File: src/rtl/pingpong_pkg.sv
// rtl/pingpong_pkg.sv - shared types for the ping-pong frame buffer
package pingpong_pkg;

    // Read FSM encoding kept as plain constants so older code can compare raw bits.
    typedef logic [1:0] rd_state_t;
    localparam rd_state_t RD_IDLE   = 2'd0;
    localparam rd_state_t RD_FETCH  = 2'd1;
    localparam rd_state_t RD_STREAM = 2'd2;

    // Selects one of the two frame banks.
    typedef logic bank_idx_t;

endpackage

File: src/rtl/pingpong_bank.sv
// rtl/pingpong_bank.sv - one frame bank: simple dual-port RAM, 1-cycle synchronous read
//   clk, rst_n : clock, synchronous active-low reset (read register only)
//   we, waddr, wdata : write port
//   re, raddr, rdata : read port; rdata updates the cycle after re and holds otherwise
module pingpong_bank #(
    parameter int DATA_W = 8,
    parameter int DEPTH  = 8,
    parameter int ADDR_W = (DEPTH > 1) ? $clog2(DEPTH) : 1
) (
    input  logic              clk,
    input  logic              rst_n,
    input  logic              we,
    input  logic [ADDR_W-1:0] waddr,
    input  logic [DATA_W-1:0] wdata,
    input  logic              re,
    input  logic [ADDR_W-1:0] raddr,
    output logic [DATA_W-1:0] rdata
);

    logic [DATA_W-1:0] mem [DEPTH];

    // Storage is never cleared; stale contents stay hidden behind bank_full.
    always_ff @(posedge clk) begin
        if (we) begin
            mem[waddr] <= wdata;
        end
    end

    // Holding rdata while re is low keeps the output word stable during stalls.
    always_ff @(posedge clk) begin
        if (!rst_n) begin
            rdata <= '0;
        end else if (re) begin
            rdata <= mem[raddr];
        end
    end

endmodule

File: src/rtl/pingpong_buffer_stream.sv
// rtl/pingpong_buffer_stream.sv - two-bank ping-pong frame buffer with valid/ready streams
//   clk, rst_n          : clock, synchronous active-low reset
//   wr_valid/wr_ready/wr_data : producer word stream, DEPTH words per frame
//   rd_valid/rd_ready/rd_data/rd_last : consumer frame stream, rd_last on word DEPTH-1
//   bank_full[1:0]      : bank i holds a complete unread frame
//   drop_cnt[15:0]      : frames discarded while both banks were full (PINGPONG_DROP_EN only)
//   Macro PINGPONG_DROP_EN: never backpressure; drop whole frames that find no free bank.
module pingpong_buffer_stream
    import pingpong_pkg::*;
#(
    parameter int DATA_W = 8,
    parameter int DEPTH  = 8
) (
    input  logic              clk,
    input  logic              rst_n,
    input  logic              wr_valid,
    output logic              wr_ready,
    input  logic [DATA_W-1:0] wr_data,
    output logic              rd_valid,
    input  logic              rd_ready,
    output logic [DATA_W-1:0] rd_data,
    output logic              rd_last,
`ifdef PINGPONG_DROP_EN
    output logic [15:0]       drop_cnt,
`endif
    output logic [1:0]        bank_full
);

    localparam int ADDR_W = (DEPTH > 1) ? $clog2(DEPTH) : 1;
    localparam logic [ADDR_W-1:0] LAST_ADDR = ADDR_W'(DEPTH - 1);

    bank_idx_t         wsel;
    bank_idx_t         rsel;
    logic [ADDR_W-1:0] wr_addr;
    logic [ADDR_W-1:0] rd_addr;
    logic [ADDR_W-1:0] rd_raddr;
    rd_state_t         rd_state;
    logic              wr_fire;
    logic              wr_we;
    logic              rd_fire;
    logic              rd_done;
    logic              rd_re;
    logic [1:0]        full_set;
    logic [1:0]        full_clr;
    logic [1:0]        bank_we;
    logic [1:0]        bank_re;
    logic [DATA_W-1:0] bank_rdata [2];

`ifdef PINGPONG_DROP_EN
    logic drop_q;
    logic frame_drop;

    // The drop decision is made on word 0 and then holds for the rest of the frame.
    assign wr_ready   = 1'b1;
    assign frame_drop = (wr_addr == '0) ? bank_full[wsel] : drop_q;
    assign wr_fire    = rst_n && wr_valid;
    assign wr_we      = wr_fire && !frame_drop;

    always_ff @(posedge clk) begin
        if (!rst_n) begin
            drop_q   <= 1'b0;
            drop_cnt <= '0;
        end else if (wr_fire) begin
            drop_q <= frame_drop && (wr_addr != LAST_ADDR);
            if (frame_drop && (wr_addr == LAST_ADDR) && (drop_cnt != 16'hFFFF)) begin
                drop_cnt <= drop_cnt + 16'd1;
            end
        end
    end
`else
    // Gated by rst_n so the producer sees no space while reset is held.
    assign wr_ready = rst_n && !bank_full[wsel];
    assign wr_fire  = wr_valid && wr_ready;
    assign wr_we    = wr_fire;
`endif

    assign rd_valid = (rd_state == RD_STREAM);
    assign rd_last  = rd_valid && (rd_addr == LAST_ADDR);
    assign rd_fire  = rd_valid && rd_ready;
    assign rd_done  = rd_fire && rd_last;

    // Prefetch the next word only when the current one is taken.
    assign rd_re    = (rd_state == RD_FETCH) || (rd_fire && !rd_last);
    assign rd_raddr = (rd_state == RD_FETCH) ? '0 : rd_addr + 1'b1;

    // Set and clear always target different banks, so both apply on one edge.
    assign full_set = (wr_we && (wr_addr == LAST_ADDR)) ? (2'b01 << wsel) : 2'b00;
    assign full_clr = rd_done ? (2'b01 << rsel) : 2'b00;

    assign rd_data  = rd_valid ? bank_rdata[rsel] : '0;

    for (genvar b = 0; b < 2; b++) begin : g_bank
        assign bank_we[b] = wr_we && (wsel == bank_idx_t'(b));
        assign bank_re[b] = rd_re && (rsel == bank_idx_t'(b));

        pingpong_bank #(
            .DATA_W (DATA_W),
            .DEPTH  (DEPTH),
            .ADDR_W (ADDR_W)
        ) u_bank (
            .clk    (clk),
            .rst_n  (rst_n),
            .we     (bank_we[b]),
            .waddr  (wr_addr),
            .wdata  (wr_data),
            .re     (bank_re[b]),
            .raddr  (rd_raddr),
            .rdata  (bank_rdata[b])
        );
    end

    always_ff @(posedge clk) begin
        if (!rst_n) begin
            wsel      <= 1'b0;
            rsel      <= 1'b0;
            wr_addr   <= '0;
            rd_addr   <= '0;
            bank_full <= 2'b00;
            rd_state  <= RD_IDLE;
        end else begin
            if (wr_fire) begin
                wr_addr <= (wr_addr == LAST_ADDR) ? '0 : wr_addr + 1'b1;
                if (wr_we && (wr_addr == LAST_ADDR)) begin
                    wsel <= ~wsel;
                end
            end

            bank_full <= (bank_full & ~full_clr) | full_set;

            case (rd_state)
                RD_IDLE: begin
                    rd_addr <= '0;
                    if (bank_full[rsel]) begin
                        rd_state <= RD_FETCH;
                    end
                end
                RD_FETCH: begin
                    rd_addr  <= '0;
                    rd_state <= RD_STREAM;
                end
                RD_STREAM: begin
                    if (rd_fire) begin
                        if (rd_last) begin
                            rsel     <= ~rsel;
                            rd_state <= RD_IDLE;
                        end else begin
                            rd_addr <= rd_addr + 1'b1;
                        end
                    end
                end
                default: rd_state <= RD_IDLE;
            endcase
        end
    end

endmodule

File: config.mk
export PLATFORM = sky130hd
export DESIGN_NAME = pingpong_buffer_stream
export DESIGN_NICKNAME = d
export VERILOG_FILES = /design/src/rtl/pingpong_pkg.sv /design/src/rtl/pingpong_bank.sv /design/src/rtl/pingpong_buffer_stream.sv
export SDC_FILE = /design/constraint.sdc
export NUM_CORES = 1
export LEC_CHECK = 0
export ABC_AREA = 0
export ABC_CLOCK_PERIOD_IN_PS = 2300
export BUFFER_PORTS_ARGS = -buffer_cell sky130_fd_sc_hd__buf_4
export CAP_MARGIN = 40
export CORE_ASPECT_RATIO = 1.1
export CORE_UTILIZATION = 35
export CTS_BUF_LIST = sky130_fd_sc_hd__clkbuf_8
export DETAILED_ROUTE_END_ITERATION = 10
export PLACE_DENSITY = 0.62
export SYNTH_ARGS = -nofsm -noshare
export SYNTH_HDL_FRONTEND = slang
export SYNTH_SLANG_ARGS = --single-unit
File: constraint.sdc
create_clock -name clk -period 2.3 [get_ports clk]
set_input_delay 0.345 -clock clk [delete_from_list [all_inputs] [get_ports clk]]
set_output_delay 0.345 -clock clk [all_outputs]
set_load 0.02 [all_outputs]
Yosys cells after proc, flatten, opt, wreduce, memory -nomap -nowiden. Memories as Yosys holds them, arrays and structs flattened. A register that Yosys moved wholly into a read port is not among the register bits. Cells that the tools add are included. Widths: inputs -> output; s select.

Register bits: 12. Bits of input ports: 12. Memories: 2. Word-level logic and storage cells: 75. Output and inout bits: 13. Memory bits (writable): 128.

Bitwise logic cells: 6. $lt $le $gt $ge: 3. Equality and inequality tests: 8. Mux-type cells: 23. Add/subtract/negate cells: 2. Shift operators: 2. Reductions and logical operators: 23.

Memories: g_bank[0].u_bank.mem (depth 8, width 8, read ports 1, clocked after Yosys merged registers in 1, write ports 1, line pingpong_bank.sv:20) `logic [DATA_W-1:0] mem [DEPTH];`; g_bank[1].u_bank.mem (depth 8, width 8, read ports 1, clocked after Yosys merged registers in 1, write ports 1, line pingpong_bank.sv:20).

Operators with widths (number): $mux 8 (4); $mux 3 (4); $logic_and 1x1->1 (11); $mux 2 (5); $reduce_and 3->1 (3); $mux 1 (8); $add 3x1->3 const B (2); $eq 3x3->1 const B (2); $pmux 2 s3 (1); $pmux 3 s2 (1); $logic_not 1->1 (4); $lt 1x2->1 const B (2); $ne 2x1->1 const B (2); $ne 2x2->1 const B (2); $shl 1x1->2 const A (2); $and 2x2->2 (1); $eq 2x1->1 const B (1); $eq 2x2->1 const B (1); $ge 2x2->1 const B (1); $logic_not 2->1 (1); $not 1->1 (2); $not 1->2 (1); $not 2->2 (1); $or 2x2->2 (1); other kinds (4) (4).

Longest topological paths before layout.
Depth after elaboration: 8. Mapped depth: 8. Depth with buffers taken out: 6.

Hierarchy. Synthesis repeated with hierarchy kept, for this count alone.

Cells, all modules: 406. Area, all modules: 6323.6 sq um.

Modules (own cells, without submodules): pingpong_bank (area an instance 2788.9 sq um, times used 2, cells an instance 160, seq. area each 2082.0 sq um); pingpong_buffer_stream (area an instance 745.7 sq um, times used 1, cells an instance 86, seq. area each 240.2 sq um).

Least setup slack after synthesis. No wires, ideal clock.

Kind: register to register. From: register wsel. To: memory g_bank[0].u_bank.mem[0][0] (enable). Clock period less this slack: 2.376 ns. Data arrival time: 1.981 ns. Buffers on the path: 0. Cell stages (with the launch flop): 5. Library setup time: 0.395 ns. Data required time: 1.905 ns. Setup slack: -0.076 ns. Cell sequence: dfxtp_1 -> mux2i_1 -> nand3_1 -> or2_2 -> nor4_1.

Longest elaborated chain between the ends: 8. Elaborated cells on any way between the ends: 9. Classes of those cells: mux: 4; bitwise: 1; reduce/logical: 4.

RTL lines: start, declared (line pingpong_buffer_stream.sv:32) `bank_idx_t wsel;`; start signal, assigned (line pingpong_buffer_stream.sv:124) `wsel <= ~wsel;`; $mux 1 (implied by the code) (2 in a row) (line pingpong_buffer_stream.sv:72) `assign wr_ready = rst_n && !bank_full[wsel];`; $logic_not 1->1 (line pingpong_buffer_stream.sv:72); $logic_and 1x1->1 (line pingpong_buffer_stream.sv:72); $logic_and 1x1->1 (line pingpong_buffer_stream.sv:73) `assign wr_fire = wr_valid && wr_ready;`; $logic_and 1x1->1 * (line pingpong_buffer_stream.sv:93) `assign bank_we[b] = wr_we && (wsel == bank_idx_t'(b));`; $mux 1 * (line pingpong_bank.sv:24) `if (we) begin`; $mux 1 (implied by the code) * (line pingpong_bank.sv:25) `mem[waddr] <= wdata;`; end, declared (line pingpong_bank.sv:20).

Mark *: on every way between the ends. The rest lies on a longest branch, timed or not. The select of a mux whose other input is x is not followed.

Worst setup path in the final report.
From: register rd_addr[0]. To: register g_bank[0].u_bank.rdata[7], read port of g_bank[0].u_bank.mem.

Longest elaborated chain between the ends: 6. Elaborated cells on any way between the ends: 8. Classes of those cells: add/sub: 1; eq/ne: 1; mux: 1; reduce/logical: 5.

RTL lines: start, declared (line pingpong_buffer_stream.sv:35) `logic [ADDR_W-1:0] rd_addr;`; start signal, assigned (line pingpong_buffer_stream.sv:147) `rd_addr <= rd_addr + 1'b1;`; branches (longest 6 deep; another with $add 3x1->3); end, declared (line pingpong_bank.sv:17) `output logic [DATA_W-1:0] rdata`.

Parallel ways; which one is timed is not known. A chain may end at the register's enable or synchronous reset.

==> flow_summary.ini <==
[setup_path]
path_delay_family = compound AO/OA/AOI/OAI gates
criticalPathCategory = register to register
cp.buffers_inverters = 2
rr_endpoint = g_bank[0].u_bank.rdata[7]$_SDFFE_PN0P_
arrival_ns = 2.56
path_cells = ha_4 > ha_1 > buf_4 > inv_1 > a31oi_1 > a221o_1 > a22o_1
worst_path_largest_cell_delay_ns = 0.38
r2r_start = rd_addr[0]$_SDFFE_PN0P_
cp-startpoint = rd_addr[0]$_SDFFE_PN0P_
endpoint_kind = register
rrSetupSlack_ns = 0.09
cp_data_required_time_ns = 2.65
path_max_fanout = 15
r2r_cells = 7
crit_path_start_kind = register
worst_path_max_delay_cell = inv_1

[pwr]
power_density_mw_per_mm2 = 762.6
pwr-share-clk_pct = 45.6
p_int_w = 0.004761
max-vdd-ir-drop_mv = 0.4634
swShare_pct = 18.69
power_frac_comb_pct = 2.0
leakage_nw = 2.549
seq_power_share_pct = 52.4
power.switching_w = 0.001095

[grt]
antenna_found_initial = 0
grt_pass1_wl_mm = 23.97
grt_max_degree = 38
grt-ovfl-total = 0
first_global_vias = 4121
track_usage_pct = 16.90

[drt]
drc = 0
viasPerCell = 5.467
postRouteAntennaNets = 0
vias = 4166
routedWlPerCell_um = 20.73
drt_iter0_markers = 429
wirelength_mm = 15.80
dr.pass1.iters = 4

[finish]
multi_input_area_mm2 = 0.001948
final_common_cell = edfxtp_1
mostFrequentLayoutCells = 128 x edfxtp_1, 51 x buf_4, 46 x mux2i_1, 28 x dfxtp_1, 26 x nand2_1
antenna_cells = 0
regArea_mm2 = 0.004404
fillCellCount = 1716
nets = 522
area_delta_synth_final_pct = 15.84
drive_above_1_share_pct = 20.42

[flow_run]
cap_violations = 0

[clock_tree]
cts_sinks = 156
postCtsSetupBuffers = 0
numCtsBuffers = 17
clk_pin_slew_ns = 0.08
cts_buffer_depth = 2
root_buffer = clkbuf_8
cts_htree_levels = 4
cts_tree = done
postCtsHoldBufs = 0
clkLatencyLatePin_ns = 0.45

[logic_synthesis]
synth_cell_types = 43
synth_top_cell_by_area = edfxtp_1
synth_top_area_share_pct = 57.98
synth.avg_cell_area_um2 = 14.07
synthTopCellsByArea = edfxtp_1 58%, dfxtp_1 8.5%, mux2i_1 6.9%
yosysWarnings = 0
syn_inst = 471
synth_ff_type = edfxtp_1
synth_nets = 487
syn_area_mm2 = 0.006629
async_flop_share_pct = 0
ys_seq_area_share_pct = 66.44
ys_ff_latch = 156
synth-edff-count = 128

[floorplanning]
rows = 52
pin_count = 25
core-area_mm2 = 0.01848
die_w_um = 133.2
dieArea_mm2 = 0.01949
dieHeight_um = 146.3
initial_core_util_pct = 35.87

[sta]
relSlewSlack_pct = 54.01
slew_viol_final = 0
period_minus_slack_ns = 2.208
max_freq_mhz = 452.9
whs_ns = 0.2299
worst_pin_slew_ns = 0.6868
fin_skew_ns = 0.009861
fin_tns_setup_ns = 0
final-hold-violation-count = 0
setup_viol = 0
rsz0062_at_grt = false
fin_crit_sh_pct = 95.99

[placement]
port_buffers = 24
post-dp-hpwl_mm = 10.56
gp_congestion = 0.8518

[min_path]
hp-start = rst_n
hold_depth = 2
hp-class = primary input to register
holdPathEnd = rd_state[1]$_SDFFE_PN0P_

[status]
run_status = finished, final reports clean
final cells by class:
class	count	share of cell area (%)
Timing Repair Buffer	53	5.508
Sequential cell	156	57.36
Tap cell	243	3.960
Multi-Input combinational cell	259	25.37
Inverter	19	0.9288
Clock inverter	13	3.471
Clock buffer	19	3.406
power groups by stage:
stage | combinational (W) | sequential [W] | clock (W)
5_1_grt | 0.000123 | 0.00307 | 0.00281
2_1_floorplan | 0.0000426 | 0.00313 | 0
3_5_place_dp | 0.000117 | 0.00313 | 0
4_1_cts | 0.000117 | 0.00307 | 0.00270
3_3_place_gp | 0.000113 | 0.00313 | 0
6_report | 0.000115 | 0.00307 | 0.00267
how the worst max path moves through the flow:
stage / to / slack [ns] / cells after the start
detailed placement: g_bank[0].u_bank.rdata[7]$_SDFFE_PN0P_ / 0.12 / 7
global route: g_bank[0].u_bank.mem[5][1]$_DFFE_PP_ / 0.009 / 5
finish: g_bank[0].u_bank.rdata[7]$_SDFFE_PN0P_ / 0.09 / 7
CTS: g_bank[0].u_bank.rdata[7]$_SDFFE_PN0P_ / 0.10 / 7
floorplan: g_bank[1].u_bank.mem[0][0]$_DFFE_PP_ / 0.02 / 4
global placement: g_bank[1].u_bank.rdata[4]$_SDFFE_PN0P_ / 0.11 / 4
cell families after synthesis:
family	after synthesis	synth area share, %
multiplexers	47	7.116
XOR/XNOR	2	0.2643
adder cells (fa/ha/maj)	4	0.7550
AO/OA/AOI/OAI	92	10.82
AND/OR/NAND/NOR	114	10.12
buffers and inverters	56	4.492
flip-flops	156	66.44
synthesized netlist by cell type, drive strengths merged (2+ instances only):
cell type and n:
edfxtp 128, mux2i 46, dfxtp 28, nand2 26
buf 25, inv 19, nor2 19, nor3b 17
a221o 16, a221oi 15, a22o 15, a31oi 15
o22ai 15, or3b 15, clkbuf 12, nor3 9
o21ai 6, a21boi 5, and2 5, nand2b 5
nor2b 5, ha 4, nand3 3, and4 2
nor4 2, o211ai 2, xnor2 2
state kept, by name, indices dropped and copies added, names as in the netlist:
signal / cells
rsel: 1
g_bank.u_bank.rdata: 16
g_bank.u_bank.mem: 128
wr_addr: 3
rd_state: 2
bank_full: 2
rd_addr: 3
wsel: 1
metal layers:
layer / vias to the layer above / track usage, % / share of wire, %
met2: 123 / 28.61 / 50
met1: 2111 / 20.59 / 43
met3: 33 / 3.264 / 3.5
met4: 0 / 8.352 / 3.1
li1: 1899 / - / -
met5: - / 0 / 0
stage by stage:
step           power, W  utilization (%)  area, um^2  setup WS [ns]  instances
4_1_cts        0.005882            41.56        7679         0.1048        762
2_1_floorplan  0.003172                -        6635        0.01604        471
3_5_place_dp   0.003250            38.69        7148         0.1234        730
5_1_grt        0.006004            41.56        7679       0.009157        762
6_report       0.005856            41.56        7679        0.09217        762
3_3_place_gp   0.003246            38.60        7133         0.1123        728
repair_timing:
action,in CTS,in global routing
setup endpoints to repair,1,0
endpoints found under the hold margin,0,0
gates resized for setup,1,0
(Power assumes the default switching activity.)
